### src/rtl/perf_pkg.sv
// perf_pkg: register offsets, CTRL/CFG bit positions and the per-channel
// configuration struct shared by the performance counter bank.
package perf_pkg;

  localparam logic [7:0] PERF_CTRL      = 8'h00;
  localparam logic [7:0] PERF_STATUS    = 8'h04;
  localparam logic [7:0] PERF_IRQMASK   = 8'h08;
  localparam logic [7:0] PERF_CFG_BASE  = 8'h40;
  localparam logic [7:0] PERF_SNAP_BASE = 8'h80;

  localparam int CTRL_GEN  = 0;
  localparam int CTRL_CLR  = 1;
  localparam int CTRL_SNAP = 2;

  localparam int CFG_EVSEL_LSB = 0;
  localparam int CFG_EN        = 8;
  localparam int CFG_NOSTALL   = 9;

  // evsel is sized for the largest event count (16); the top level masks
  // writes down to EVSEL_W bits so the unused upper bits always read 0.
  typedef struct packed {
    logic       nostall;
    logic       en;
    logic [3:0] evsel;
  } perf_cfg_t;

  function automatic logic [31:0] cfg_to_word(input perf_cfg_t c);
    logic [31:0] w;
    w = '0;
    w[CFG_EVSEL_LSB +: 4] = c.evsel;
    w[CFG_EN]             = c.en;
    w[CFG_NOSTALL]        = c.nostall;
    return w;
  endfunction

endpackage

### src/rtl/perf_counter_chan.sv
// perf_counter_chan: one live event counter plus its snapshot register.
// Handles event select, stall gating, wrap with overflow pulse, word
// preload, and the bank-wide CLR/SNAP strobes.
module perf_counter_chan
  import perf_pkg::*;
#(
  parameter int CTR_WIDTH = 32
) (
  input  logic                 CLK,
  input  logic                 reset_n,
  input  logic                 gen,
  input  perf_cfg_t            cfg,
  input  logic [15:0]          events,
  input  logic                 stall,
  input  logic                 clr,
  input  logic                 snap,
  input  logic                 wr_lo,
  input  logic                 wr_hi,
  input  logic [31:0]          wdata,
  output logic [CTR_WIDTH-1:0] snap_val,
  output logic                 ovf
);

  localparam bit HAS_HI = (CTR_WIDTH > 32);

  logic [CTR_WIDTH-1:0] live;
  logic [CTR_WIDTH-1:0] live_d;
  logic [63:0]          pre_ext;
  logic                 inc;
  logic                 preload;

  // events is zero-padded above NUM_EVENTS, so out-of-range selects count nothing
  assign inc     = gen & cfg.en & events[cfg.evsel] & (~cfg.nostall | ~stall);
  assign preload = wr_lo | (wr_hi & HAS_HI);
  assign ovf     = inc & ~clr & ~preload & (&live);

  // merge the written word into the current value for preload
  always_comb begin
    pre_ext = 64'(live);
    if (wr_lo) pre_ext[31:0]  = wdata;
    if (wr_hi) pre_ext[63:32] = wdata;
  end

  // next live value: CLR over preload over increment
  always_comb begin
    live_d = live;
    if (clr)          live_d = '0;
    else if (preload) live_d = pre_ext[CTR_WIDTH-1:0];
    else if (inc)     live_d = live + 1'b1;
  end

  // live counter and snapshot; snapshot takes the pre-edge (pre-clear) value
  always_ff @(posedge CLK or negedge reset_n) begin
    if (!reset_n) begin
      live     <= '0;
      snap_val <= '0;
    end else begin
      live <= live_d;
      if (snap) snap_val <= live;
    end
  end

  if (CTR_WIDTH < 64) begin : g_unused
    logic unused_pre_hi;
    assign unused_pre_hi = ^pre_ext[63:CTR_WIDTH];
  end

endmodule

### src/rtl/perf_counter_bank.sv
// perf_counter_bank: memory-mapped bank of NUM_CTRS event counters with
// global enable, atomic snapshot, clear and sticky W1C overflow status.
// Optional overflow interrupt and IRQMASK register with PERF_OVF_IRQ_EN.
module perf_counter_bank
  import perf_pkg::*;
#(
  parameter int NUM_CTRS   = 4,
  parameter int CTR_WIDTH  = 32,
  parameter int NUM_EVENTS = 8
) (
  input  logic                  CLK,
  input  logic                  reset_n,
  input  logic [NUM_EVENTS-1:0] events,
  input  logic                  Stall,
  input  logic [7:0]            addr,
  input  logic                  rd_en,
  input  logic                  wr_en,
  input  logic [31:0]           wdata,
  output logic [31:0]           rdata,
  output logic                  rvalid
`ifdef PERF_OVF_IRQ_EN
  ,
  output logic                  ovf_irq
`endif
);

  localparam int         EVSEL_W    = $clog2(NUM_EVENTS);
  localparam logic [3:0] EVSEL_MASK = 4'((1 << EVSEL_W) - 1);

  logic                 gen_q;
  logic [NUM_CTRS-1:0]  status_q;
  logic [NUM_CTRS-1:0]  status_clr;
  logic [NUM_CTRS-1:0]  ovf_vec;
  logic [NUM_CTRS-1:0]  wr_lo_vec;
  logic [NUM_CTRS-1:0]  wr_hi_vec;
  perf_cfg_t            cfg_q    [NUM_CTRS];
  logic [CTR_WIDTH-1:0] snap_vec [NUM_CTRS];
  logic [15:0]          ev_ext;
  logic [2:0]           cfg_idx;
  logic [2:0]           snap_idx;
  logic                 hit_ctrl, hit_status, hit_cfg, hit_snap;
  logic                 do_clr, do_snap;
  logic [31:0]          rd_mux;
  logic [63:0]          snap_word;
  logic                 unused_addr;

  assign ev_ext      = 16'(events);
  assign cfg_idx     = addr[4:2];
  assign snap_idx    = addr[5:3];
  assign hit_ctrl    = (addr[7:2] == PERF_CTRL[7:2]);
  assign hit_status  = (addr[7:2] == PERF_STATUS[7:2]);
  assign hit_cfg     = (addr[7:5] == PERF_CFG_BASE[7:5]) && (int'(cfg_idx) < NUM_CTRS);
  assign hit_snap    = (addr[7:6] == PERF_SNAP_BASE[7:6]) && (int'(snap_idx) < NUM_CTRS);
  assign do_clr      = wr_en & hit_ctrl & wdata[CTRL_CLR];
  assign do_snap     = wr_en & hit_ctrl & wdata[CTRL_SNAP];
  assign status_clr  = (wr_en && hit_status) ? wdata[NUM_CTRS-1:0] : '0;
  assign unused_addr = ^addr[1:0];

  for (genvar g = 0; g < NUM_CTRS; g++) begin : g_chan
    assign wr_lo_vec[g] = wr_en & hit_snap & ~addr[2] & (int'(snap_idx) == g);
    assign wr_hi_vec[g] = wr_en & hit_snap &  addr[2] & (int'(snap_idx) == g);

    perf_counter_chan #(.CTR_WIDTH(CTR_WIDTH)) u_chan (
      .CLK      (CLK),
      .reset_n  (reset_n),
      .gen      (gen_q),
      .cfg      (cfg_q[g]),
      .events   (ev_ext),
      .stall    (Stall),
      .clr      (do_clr),
      .snap     (do_snap),
      .wr_lo    (wr_lo_vec[g]),
      .wr_hi    (wr_hi_vec[g]),
      .wdata    (wdata),
      .snap_val (snap_vec[g]),
      .ovf      (ovf_vec[g])
    );
  end

  // CTRL, sticky STATUS (a same-edge overflow beats W1C) and CFG registers
  always_ff @(posedge CLK or negedge reset_n) begin
    if (!reset_n) begin
      gen_q    <= 1'b0;
      status_q <= '0;
      for (int i = 0; i < NUM_CTRS; i++) cfg_q[i] <= '0;
    end else begin
      if (wr_en && hit_ctrl) gen_q <= wdata[CTRL_GEN];
      status_q <= (status_q & ~status_clr) | ovf_vec;
      for (int i = 0; i < NUM_CTRS; i++) begin
        if (wr_en && hit_cfg && (int'(cfg_idx) == i)) begin
          cfg_q[i].evsel   <= wdata[CFG_EVSEL_LSB +: 4] & EVSEL_MASK;
          cfg_q[i].en      <= wdata[CFG_EN];
          cfg_q[i].nostall <= wdata[CFG_NOSTALL];
        end
      end
    end
  end

`ifdef PERF_OVF_IRQ_EN
  logic                hit_irqmask;
  logic [NUM_CTRS-1:0] irqmask_q;

  assign hit_irqmask = (addr[7:2] == PERF_IRQMASK[7:2]);

  // interrupt mask and registered interrupt, one cycle behind STATUS
  always_ff @(posedge CLK or negedge reset_n) begin
    if (!reset_n) begin
      irqmask_q <= '0;
      ovf_irq   <= 1'b0;
    end else begin
      if (wr_en && hit_irqmask) irqmask_q <= wdata[NUM_CTRS-1:0];
      ovf_irq <= |(status_q & irqmask_q);
    end
  end
`endif

  // read mux over current register state, so a same-cycle write is not visible
  always_comb begin
    rd_mux    = '0;
    snap_word = '0;
    if (hit_ctrl) begin
      rd_mux[CTRL_GEN] = gen_q;
    end else if (hit_status) begin
      rd_mux[NUM_CTRS-1:0] = status_q;
`ifdef PERF_OVF_IRQ_EN
    end else if (hit_irqmask) begin
      rd_mux[NUM_CTRS-1:0] = irqmask_q;
`endif
    end else if (hit_cfg) begin
      for (int i = 0; i < NUM_CTRS; i++)
        if (int'(cfg_idx) == i) rd_mux = cfg_to_word(cfg_q[i]);
    end else if (hit_snap) begin
      for (int i = 0; i < NUM_CTRS; i++)
        if (int'(snap_idx) == i) snap_word = 64'(snap_vec[i]);
      rd_mux = addr[2] ? snap_word[63:32] : snap_word[31:0];
    end
  end

  // one-cycle read response; rdata holds between reads
  always_ff @(posedge CLK or negedge reset_n) begin
    if (!reset_n) begin
      rdata  <= '0;
      rvalid <= 1'b0;
    end else begin
      rvalid <= rd_en;
      if (rd_en) rdata <= rd_mux;
    end
  end

endmodule

### config.mk
export PLATFORM = sky130hd
export DESIGN_NAME = perf_counter_bank
export DESIGN_NICKNAME = d
export VERILOG_FILES = /design/src/rtl/perf_pkg.sv /design/src/rtl/perf_counter_chan.sv /design/src/rtl/perf_counter_bank.sv
export SDC_FILE = /design/constraint.sdc
export NUM_CORES = 1
export LEC_CHECK = 0
export ABC_AREA = 0
export CAP_MARGIN = 15
export CORE_AREA = 2 2 296 210
export DETAILED_ROUTE_END_ITERATION = 16
export DIE_AREA = 0 0 298 212
export DONT_BUFFER_PORTS = 1
export GPL_TIMING_DRIVEN = 0
export PLACE_DENSITY = 0.43
export SETUP_SLACK_MARGIN = 0.5
export SKIP_LAST_GASP = 1
export SYNTH_ARGS = -nofsm -noshare
export SYNTH_HDL_FRONTEND = slang
export SYNTH_SLANG_ARGS = --single-unit
### constraint.sdc
create_clock -name CLK -period 2.8 [get_ports CLK]
set_input_delay 0.28 -clock CLK [delete_from_list [all_inputs] [get_ports CLK]]
set_output_delay 0.28 -clock CLK [all_outputs]
set_load 0.1 [all_outputs]
==> flow_summary.yaml <==
outcome:
  status: "finished with violations"
  violations: "negative hold slack"
place:
  numPortBuffers: 0
  dp_hpwl_mm: 45.3
  gp_congestion: 0.890
routing:
  firstDrtPassIters: 5
  ant_nets: 0
  drt-vias-per-instance: 5.13
  wire_per_inst_um: 25.3
  drt-initial-drc-count: 1228
  wl_mm: 63.4
  vias: 12900
  route.detailed.drc: 0
synth:
  syn_area_mm2: 0.0162
  synth.avg_cell_area_um2: 10.3
  synth.distinct_cells: 63
  async_reset_ff_share_pct: 100
  ys_seq_area_share_pct: 48.6
  synth-edff-count: 0
  synth_fp_nets: 1630
  synth_cells: 1573
  synth-seq-cells: 314
  synthFlopType: "dfrtp_1"
  yosysWarnings: 0
finish:
  layout_commonest_cell: "dfrtp_1"
  drive_gt1_share_pct: 19.5
  final_cell_mix: "309 x dfrtp_1, 172 x o21ai_0, 152 x mux2_2, 143 x nand2_1, 104 x a21oi_1"
  post-route-util_pct: 31.5
  area_growth_pct: 18.1
  n_fill_cell: 6369
  fin_nets: 1718
power_and_ir_drop:
  pwr-share-comb_pct: 12.4
  p_per_area_mw_per_mm2: 637
  p_leak_nw: 7.89
  switching_power_mw: 3.53
  swShare_pct: 29.0
  p_total_mw: 12.2
  p_seq_share_pct: 47.6
  ir_drop_mv: 0.375
  internal_power_mw: 8.65
  clkPwrFrac_pct: 40.0
global_routing:
  grt_pass1_wl_mm: 92.0
  grt_max_degree: 315
  grt-ovfl-total: 0
  antenna_found_initial: 20
  grt_pass1_vias: 12700
  gr-usage-all-layers_pct: 20.0
critical_path:
  rrSetupSlack_ps: 540
  worstPathArrival_ps: 2650
  cp_data_required_time_ps: 3190
  critPathKind: "register to register"
  worstSetupEndpointType: "register"
  start_kind: "register"
  cp_max_fo: 7
  ff2ff_path_depth: 7
  r2r_end: "g_chan[0].u_chan.live[22]"
  worstReg2RegStart: "cfg_q[18]"
timing:
  max_slew.worst_pin.slew_ps: 1100
  slew_headroom_pct: 27.0
  hold_viol_final: 314
  timing.fmax_mhz: 442
  whs_ps: -521
  fin_crit_ps: 2260
  drv_slew: 0
  rsz0062_at_grt: "yes"
  setup_violations: 0
  finalSetupTns_ps: 0
  period_share_pct: 80.8
  skew_ps: 18.0
die:
  dieArea_mm2: 0.0632
  die_h_um: 212
  die_w_um: 298
  ioPinCount: 86
  placementRows: 76
  start_util_pct: 26.7
  core_area_mm2: 0.0607
clock_tree:
  htreeDepth: 2
  hold_buffers: 32
  cts_root_buf: "clkbuf_16"
  cts_tree: "yes"
  clk_pin_slew_worst_paths_ps: 60
  cts_made_buffers: 37
  cts_max_path_buffers: 3
  insertion_delay_ps: 540
  clkSinkCount: 314
job:
  cap_violations: 0
min_path:
  hold_class: "input pin to async pin"
## worst max-delay path, stage by stage, from the launching register on
cell and delay (ps):
dfrtp_1 370, buf_4 170, mux2_1 250, a2bb2oi_2 260, nand3_2 290, or3_1 540, xor2_1 160, a21oi_1 80
## power groups by stage
stage               Combinational [mW]  Sequential, mW  Clock (mW)
floorplan                         1.02            5.63           0
global placement                  1.29            5.85           0
detailed placement                1.30            5.86           0
CTS                               1.48            5.78        4.97
global route                      1.66            5.88        5.19
finish                            1.51            5.80        4.87
## stage by stage
stage          cell area [um2]  instances  worst slack (ps)
6_report                 19100       2507               539
5_1_grt                  19100       2506               444
4_1_cts                  18900       2495               373
2_1_floorplan            16200       1573               858
3_3_place_gp             17200       2392              33.0
3_5_place_dp             17200       2393              28.2
## metal layers
layer  GRT usage [%]  part of all wire [%]  vias up
met3            6.37                    10       71
met2            27.2                    40      434
met4            4.23                   2.0        4
met5               0                 0.033        -
li1                -                     -     5801
met1            30.4                    48     6563
## logic make-up after synthesis
| logic type | Yosys count | share of synthesized area [%] |
|---|---|---|
| and+or+nand+nor | 429 | 14.2 |
| AOI/OAI and AO/OA | 352 | 12.5 |
| DFF | 314 | 48.6 |
| muxes | 207 | 14.5 |
| buffers and inverters | 157 | 3.94 |
| xor gates and xnor gates | 110 | 5.95 |
| adders and majority gates | 4 | 0.309 |
## worst max-delay path by stage
stage | slack (ps) | end | startpoint
after floorplan | 860 | g_chan[0].u_chan.live[22] | cfg_q[18]
after global placement | 30 | rdata[19] | addr[3]
after detailed placement | 30 | rdata[14] | addr[3]
after CTS | 370 | status_q[1] | g_chan[1].u_chan.live[6]
after global routing | 440 | g_chan[0].u_chan.live[22] | gen_q
final | 540 | g_chan[0].u_chan.live[22] | cfg_q[18]
## repair_timing
action                                  4_1_cts  5_1_grt
endpoints found under the setup margin       68       77
gates resized for setup                      22       35
pin swaps                                     6        5
endpoints found under the hold margin       430      314
buffers inserted                              7        9
## cell usage after synthesis, drive strengths merged, types with 2 or more instances
master | n | share of area [%]
nand2 | 143 | 3.3
and4 | 13 | 0.73
o21ai | 177 | 5.5
nand2b | 2 | 0.077
dfrtp | 314 | 49
o31a | 3 | 0.16
o2111ai | 26 | 1.4
buf | 33 | 1.1
xor2 | 28 | 1.5
or3 | 5 | 0.19
a21oi | 104 | 3.2
or2 | 3 | 0.12
and2 | 11 | 0.43
nor3b | 3 | 0.14
a211o | 2 | 0.11
nand3 | 51 | 1.7
a311oi | 2 | 0.15
or4 | 3 | 0.16
nor2b | 14 | 0.54
ha | 4 | 0.31
mux2i | 47 | 2.9
mux2 | 153 | 11
a22oi | 4 | 0.19
a221oi | 2 | 0.19
o31ai | 2 | 0.093
a21o | 2 | 0.093
o211ai | 3 | 0.14
nor3 | 51 | 2.0
mux4 | 7 | 0.97
a2bb2oi | 3 | 0.24
and3 | 13 | 0.50
nor2 | 53 | 1.2
xnor2 | 82 | 4.4
a31oi | 3 | 0.12
nand4 | 40 | 1.7
nor4 | 21 | 1.1
clkbuf | 66 | 1.5
a211oi | 11 | 0.51
o221ai | 3 | 0.16
inv | 58 | 1.3
## state kept, by name, indices dropped and copies added, names as in the netlist
register / flops
g_chan.u_chan.live: 128
gen_q: 1
rvalid: 1
g_chan.u_chan.snap_val: 128
cfg_q: 20
rdata: 32
status_q: 4
## cell type report
| cell class | count | area (um2) | area share, % |
|---|---|---|---|
| diodes | 3 | 7.51 | 0.0393 |
| plain buffers | 99 | 437 | 2.28 |
| clock buffers | 54 | 1090 | 5.70 |
| clock inverters | 9 | 103 | 0.537 |
| inverters | 58 | 218 | 1.14 |
| multi-input cells | 1102 | 7910 | 41.4 |
| flip-flops and latches | 314 | 7860 | 41.1 |
| well taps | 819 | 1020 | 5.36 |
| repair buffers | 49 | 460 | 2.41 |
Note: power is estimated with default switching activity, not from simulation.
